--- src/rtl/alu_pkg.sv ---
// alu_pkg: unit-select codes, function width and issue FSM encoding shared by the ALU front end
package alu_pkg;
  localparam int FUN_W = 4;
  localparam logic [1:0] UNIT_ARITH = 2'b00;
  localparam logic [1:0] UNIT_LOGIC = 2'b01;
  localparam logic [1:0] UNIT_CMP   = 2'b10;
  localparam logic [1:0] UNIT_SHIFT = 2'b11;
  typedef enum logic [1:0] {S_IDLE, S_ISSUE, S_WAIT, S_HOLD} state_t;
endpackage

--- src/rtl/alu_fun_decode.sv ---
// alu_fun_decode: one-hot unit enables from the unit select, gated by the issue strobe
module alu_fun_decode
  import alu_pkg::*;
(
  input  logic [1:0] unit,
  input  logic       issue,
  output logic       arith_en,
  output logic       logic_en,
  output logic       cmp_en,
  output logic       shift_en
);
  assign arith_en = issue && unit == UNIT_ARITH;
  assign logic_en = issue && unit == UNIT_LOGIC;
  assign cmp_en   = issue && unit == UNIT_CMP;
  assign shift_en = issue && unit == UNIT_SHIFT;
endmodule

--- src/rtl/alu_issue_ctrl.sv ---
// alu_issue_ctrl: valid/ready command front end that issues one op to an ALU unit and holds its result.
// Optional WAIT timeout (error response) enabled by defining ALU_ISSUE_TIMEOUT_EN.
module alu_issue_ctrl
  import alu_pkg::*;
#(
  parameter int width       = 16,
  parameter int TIMEOUT_CYC = 8
) (
  input  logic             CLK,
  input  logic             RST,
  input  logic             cmd_valid,
  output logic             cmd_ready,
  input  logic [width-1:0] cmd_a,
  input  logic [width-1:0] cmd_b,
  input  logic [FUN_W-1:0] cmd_fun,
  output logic [width-1:0] A,
  output logic [width-1:0] B,
  output logic [1:0]       ALU_FUN,
  output logic             Arith_Enable,
  output logic             Logic_Enable,
  output logic             CMP_Enable,
  output logic             Shift_Enable,
  input  logic [width-1:0] Arith_OUT,
  input  logic [width-1:0] Logic_OUT,
  input  logic [width-1:0] CMP_OUT,
  input  logic [width-1:0] Shift_OUT,
  input  logic             Arith_Flag,
  input  logic             Logic_Flag,
  input  logic             CMP_Flag,
  input  logic             Shift_Flag,
  output logic             rsp_valid,
  input  logic             rsp_ready,
  output logic [width-1:0] rsp_data,
  output logic [1:0]       rsp_unit,
  output logic             rsp_err
);
  state_t state, state_nx;
  logic [1:0] unit;
  logic flag, tmo, cap;
  logic [width-1:0] out_sel;
  always_comb begin
    flag = unit == UNIT_ARITH ? Arith_Flag : unit == UNIT_LOGIC ? Logic_Flag :
           unit == UNIT_CMP ? CMP_Flag : Shift_Flag;
    out_sel = unit == UNIT_ARITH ? Arith_OUT : unit == UNIT_LOGIC ? Logic_OUT :
              unit == UNIT_CMP ? CMP_OUT : Shift_OUT;
  end
  // cmd_ready is masked by reset so every output reads 0 while RST is low
  assign cmd_ready = RST && state == S_IDLE;
  assign rsp_valid = state == S_HOLD;
  assign cap = state == S_WAIT && (flag || tmo);
  always_comb begin
    state_nx = state == S_IDLE ? (cmd_valid ? S_ISSUE : S_IDLE) :
               state == S_ISSUE ? S_WAIT :
               state == S_WAIT ? (cap ? S_HOLD : S_WAIT) :
               (rsp_ready ? S_IDLE : S_HOLD);
  end
  always_ff @(posedge CLK or negedge RST)
    if (!RST) state <= S_IDLE;
    else state <= state_nx;
  always_ff @(posedge CLK or negedge RST)
    if (!RST) begin
      A <= '0;
      B <= '0;
      ALU_FUN <= '0;
      unit <= '0;
      rsp_data <= '0;
      rsp_unit <= '0;
    end else begin
      if (cmd_valid && cmd_ready) begin
        A <= cmd_a;
        B <= cmd_b;
        ALU_FUN <= cmd_fun[1:0];
        unit <= cmd_fun[3:2];
      end
      if (cap) begin
        rsp_data <= flag ? out_sel : '0;
        rsp_unit <= unit;
      end
    end
`ifdef ALU_ISSUE_TIMEOUT_EN
  localparam int CW = $clog2(TIMEOUT_CYC + 1);
  logic [CW-1:0] cnt;
  assign tmo = cnt == CW'(TIMEOUT_CYC);
  always_ff @(posedge CLK or negedge RST)
    if (!RST) begin
      cnt <= '0;
      rsp_err <= 1'b0;
    end else begin
      cnt <= state == S_WAIT ? cnt + 1'b1 : '0;
      if (cap) rsp_err <= !flag;
    end
`else
  assign tmo = 1'b0;
  assign rsp_err = 1'b0;
`endif
  alu_fun_decode u_dec (
    .unit(unit),
    .issue(state == S_ISSUE),
    .arith_en(Arith_Enable),
    .logic_en(Logic_Enable),
    .cmp_en(CMP_Enable),
    .shift_en(Shift_Enable)
  );
endmodule

--- config.mk ---
export PLATFORM = sky130hd
export DESIGN_NAME = alu_issue_ctrl
export DESIGN_NICKNAME = d
export VERILOG_FILES = /design/src/rtl/alu_pkg.sv /design/src/rtl/alu_fun_decode.sv /design/src/rtl/alu_issue_ctrl.sv
export SDC_FILE = /design/constraint.sdc
export NUM_CORES = 1
export LEC_CHECK = 0
export CAP_MARGIN = 20
export CORE_AREA = 2 2 78 95
export CTS_CLUSTER_DIAMETER = 40
export CTS_CLUSTER_SIZE = 40
export DETAILED_ROUTE_END_ITERATION = 10
export DIE_AREA = 0 0 80 97
export PLACE_DENSITY = 0.85
export SYNTH_ARGS = -nofsm -noshare
export SYNTH_HDL_FRONTEND = slang
export SYNTH_SLANG_ARGS = --single-unit
--- constraint.sdc ---
create_clock -name CLK -period 2.4 [get_ports CLK]
set_input_delay 0.6 -clock CLK [delete_from_list [all_inputs] [get_ports CLK]]
set_output_delay 0.6 -clock CLK [all_outputs]
set_load 0.01 [all_outputs]
# Word level (Yosys, flattened, before mapping)
# Cells that the tools add are included.
# totals
regBits	56
out_inout_bits	59
# op_classes
muxes	13
n_eq_ne	6
n_reduce_logical	9
# op_table
op	count
2-to-1 mux 16 bit	4
== test 2 bit, second input constant	4
2-to-1 mux 2 bit	4
logical AND 1 bit	7
2-to-1 mux 1 bit	5
== test 2 x 1 -> 1 bit, second input constant	2
logical NOT 2 bit	2

# Depth between registers and ports, before layout
# logic_depth
depth_word	9
mapped_depth	5
ltp_nobuf	3

# By module
# A second synthesis with hierarchy kept.
# unflattened
cells_unflattened	155
hier_area_um2	2641.3
# by_module_without_submodules
module	area_each_um2	cells_per_inst	instances
alu_issue_ctrl	2603.7	151	1
alu_fun_decode	37.5	4	1

# Worst setup path after synthesis
# No wires, ideal clock.
# synth_timing
path_kind	register -> output
start	register unit[0]
end	output port Arith_Enable
path_stages_with_launch	4
t_arrival_ns	1.133
required_time_ns	1.800
slack_ns	0.667
cell_sequence	dfrtp_1 > clkbuf_8 > clkbuf_8 > nor4b_1
# synth_between
elab_chain_len	2
# synth_rtl
element	line_no	source
start: declaration	alu_issue_ctrl.sv:38	logic [1:0] unit;
start signal: assignment	alu_issue_ctrl.sv:73	unit <= cmd_fun[3:2];
logical NOT 2 bit	alu_fun_decode.sv:12	assign arith_en = issue && unit == UNIT_ARITH;
logical AND 1 bit	alu_fun_decode.sv:12	
end: declaration	alu_issue_ctrl.sv:19	output logic Arith_Enable,
# No other way between the ends.

# Final worst setup path
# layout_timing
start	register state[0]
end	output port cmd_ready
# layout_between
elab_chain_len	2
# layout_rtl
element	line_no	source
start: declaration	alu_issue_ctrl.sv:37	state_t state, state_nx;
start signal: assignment	alu_issue_ctrl.sv:59	else state <= state_nx;
logical NOT 2 bit	alu_issue_ctrl.sv:48	assign cmd_ready = RST && state == S_IDLE;
logical AND 1 bit	alu_issue_ctrl.sv:48	
end: declaration	alu_issue_ctrl.sv:12	output logic cmd_ready,
# No other way between the ends.

==> flow_metrics.py <==
metrics = {
    "yosys": {
        "syn-cell-area_mm2": 0.00269,
        "synth_seq_area_share_pct": 52.0,
        "postSynthCellCount": 155,
        "ys.warnings.count": 0,
        "flop_and_latch_count_out_of_synthesis": 56,
        "mappedNetlistNets": 263,
        "syn-mean-instance-area_um2": 17.4,
        "yosysUniqueCellTypes": 26,
    },
    "timing": {
        "finalCritPeriodShare_pct": 93.7,
        "fin_setup_tns_ns": 0,
        "worst_slew_pin_slew_ns": 0.702,
        "finalSetupViolations": 0,
        "maxClockFrequency_mhz": 445,
        "worst_hold_slack_ns": 0.444,
        "worst_slew_margin_rel_pct": 53.2,
        "slew_viol_final": 0,
        "unrepaired_setup_endpoints_after_global_routing": "false",
        "hold_violations": 0,
        "period_needed_ns": 2.25,
        "skew_ns": 0.0116,
    },
    "pwr": {
        "ir_worst_vdd_v": 0.000582,
        "powerDensity_mw_per_mm2": 1130,
        "power.leakage_nw": 1.83,
    },
    "grt": {
        "grt_start_max_net_pins": 57,
        "grt.met2_usage_pct": 36.2,
        "grt_pass1_vias": 2368,
        "fraction_of_met1_tracks_used_by_global_routing_pct": 19.9,
        "grt.busiest_layer": "met2",
        "globalRouteMet3Util_pct": 7.56,
        "first_pass_grt_wire_length_um": 11700,
        "grt_overflow_total": 0,
        "initial_antenna_violation_count": 1,
        "grt_usage_pct": 19.6,
    },
    "setup_path": {
        "r2r.worst_path.cells": 5,
        "reg2reg_to": "rsp_data[2]",
        "crit_end": "cmd_ready",
        "worst-path-buf-inv": 1,
        "cp_data_required_time_ns": 1.80,
        "timing_worst_setup_path_type": "reg2out",
        "setup.worst_path.end_class": "output port",
        "crit_path_top_delay_cell": "clkdlybuf4s50_1",
        "worst_setup_path_start_kind": "flip-flop",
        "launching_point_of_the_worst_reg2reg_path": "unit[1]",
        "worst_path_depth": 3,
        "timing.critical_path.fanout_max": 8,
        "max_stage_delay_ns": 0.55,
        "r2r_slack_ns": 0.49,
        "crit_path_cell_trace": "nor2_2 > and2_1 > clkdlybuf4s50_1",
        "critPathLaunch": "state[0]",
        "worst_ep_arrival_time_ns": 1.65,
        "cp_top_family": "buffers and inverters",
    },
    "detailed_routing": {
        "wl_um": 7410,
        "drt-pass1-iter-count": 4,
        "route.vias.total": 2060,
        "detail_route.iter0.violations": 46,
        "final_antenna_net_count": 0,
        "routed_wire_length_per_instance_um": 18.0,
        "detail_route.vias_per_cell": 5.01,
        "remaining_drc_errors": 0,
    },
    "floorplan": {
        "core_area_mm2": 0.00677,
        "die_area_mm2": 0.00776,
        "die_h_um": 97,
        "fp.dieW_um": 80,
        "placement_rows": 33,
        "floorplan.initialDensity_pct": 39.8,
        "design.portCount": 167,
    },
    "placed_design": {
        "place.gp.congestion": 0.708,
        "portBuffers": 165,
        "placed_wire_length_estimate_um": 5810,
    },
    "clocking": {
        "cts.reportedPaths.clkPinSlew_ns": 0.10,
        "clock_path_buffers": 2,
        "cts.htree.levels": 2,
        "post-cts-setup-buffers": 0,
        "insertion_delay_ns": 0.31,
        "ctsRootBufferMaster": "clkbuf_8",
        "cts.sink_count": 56,
        "numCtsBuffers": 5,
        "tritoncts": "yes",
    },
    "layout": {
        "number_of_fillers_in_the_final_layout": 533,
        "syn2layout_area_growth_pct": 68.2,
        "final_layout_size_suffix_gt1_share_pct": 26.3,
        "multi_input_comb_area_mm2": 0.00118,
        "regArea_mm2": 0.00140,
        "finalNetCount": 430,
    },
    "flow_run": {
        "max-cap-violations": 0,
    },
    "outcome": {
        "outcome": "complete, no violations",
    },
    "worst_hold_path": {
        "path_type_of_the_worst_min_delay_path": "in2async",
    },
}
metrics by stage:
step / util (%) / setup slack (ns) / std cells / power, mW / cell area (µm²)
final: 66.9 / 0.152 / 411 / 5.13 / 4530
after CTS: 66.9 / 0.0735 / 410 / 5.20 / 4530
after global placement: 65.1 / 0.346 / 402 / 4.45 / 4410
after global routing: 66.9 / 0.0521 / 410 / 5.42 / 4530
after detailed placement: 65.1 / 0.314 / 402 / 4.54 / 4410
after floorplan: - / 0.667 / 155 / 3.22 / 2690
final cells by class:
type	instances	share of cell area, %
timing repair buffer	171	37.9
sequential	56	30.9
multi-input combinational	87	26.0
tap	87	2.40
clock buffer	6	1.82
clock inverter	2	0.856
inverter	1	0.0828
antenna	1	0.0552
logic make-up (layout without fill, tap and decap cells):
logic type / count (synthesis) / count (layout) / share of synthesized area (%)
AO/OA/AOI/OAI: 5 / 5 / 1.72
buffers and inverters: 12 / 180 / 4.37
flip-flops: 56 / 56 / 52.0
multiplexers: 71 / 71 / 38.5
other: 1 / 2 / 0.139
AND/OR/NAND/NOR: 10 / 10 / 3.25
repair_timing:
item	in CTS	in global routing
setup endpoints to repair	0	1
hold buffers	0	0
gates resized for setup	0	1
state kept, by name, summed over array words and instances, names as in the netlist:
name      cells
A            16
ALU_FUN       2
B            16
rsp_data     16
rsp_unit      2
state         2
unit          2
power breakdown:
group,total (mW),internal (mW),switching (mW)
Sequential,1.69,1.42,0.269
Clock,0.647,0.342,0.306
Combinational,2.79,1.81,0.982
Total,5.13,3.58,1.56
placed cells by master (no fill, tap or decap):
cell,count
clkdlybuf4s50_1,164
dfrtp_1,56
mux2_2,44
mux4_2,9
mux2_4,9
mux4_1,7
clkbuf_8,6
buf_4,4
mux2i_1,2
and4bb_2,2
o21ai_0,2
buf_12,2
diode_2,1
inv_1,1
and2_2,1
nor2_2,1
nand3b_1,1
or3b_4,1
o22ai_4,1
a221o_2,1
and2_1,1
a21oi_1,1
nor4b_1,1
and4b_2,1
and3_1,1
conb_1,1
clkinv_4,1
bufinv_16,1
buf_2,1
worst register-to-register path, stage by stage (launching register included):
cell,delay [ns]
dfrtp_1,0.42
buf_4,0.24
or3b_4,0.45
o22ai_4,0.13
buf_12,0.20
mux2_2,0.36
worst min-delay path by stage:
stage / end / start / slack (ns) / depth (start not counted)
after CTS: B[2] / RST / 0.47 / 2
after global placement: B[7] / B[7] / 0.49 / 1
after floorplan: ALU_FUN[0] / RST / 0.30 / 0
after global routing: ALU_FUN[0] / RST / 0.51 / 2
after detailed placement: rsp_data[10] / rsp_data[10] / 0.49 / 1
final: ALU_FUN[0] / RST / 0.44 / 2
layer usage:
layer	routed length (µm)	up-vias
li1	-	926
met1	2450	1025
met2	4100	97
met3	707	12
met4	152	0
met5	0	-
synth_stat cells, drive strengths merged:
cell type / instances / area, µm²
and3: 1 / 6.26
mux4: 16 / 387
nand3b: 1 / 7.51
o21ai: 2 / 10.0
clkbuf: 4 / 55.1
buf: 7 / 58.8
nor2: 1 / 3.75
nor4b: 1 / 8.76
mux2: 53 / 631
or3b: 1 / 11.3
conb: 1 / 3.75
and4b: 1 / 11.3
mux2i: 2 / 20.0
o22ai: 1 / 20.0
inv: 1 / 3.75
and4bb: 2 / 25.0
and2: 2 / 13.8
dfrtp: 56 / 1400
a21oi: 1 / 5.00
a221o: 1 / 11.3
No activity file was read; power rests on OpenSTA's default activity.
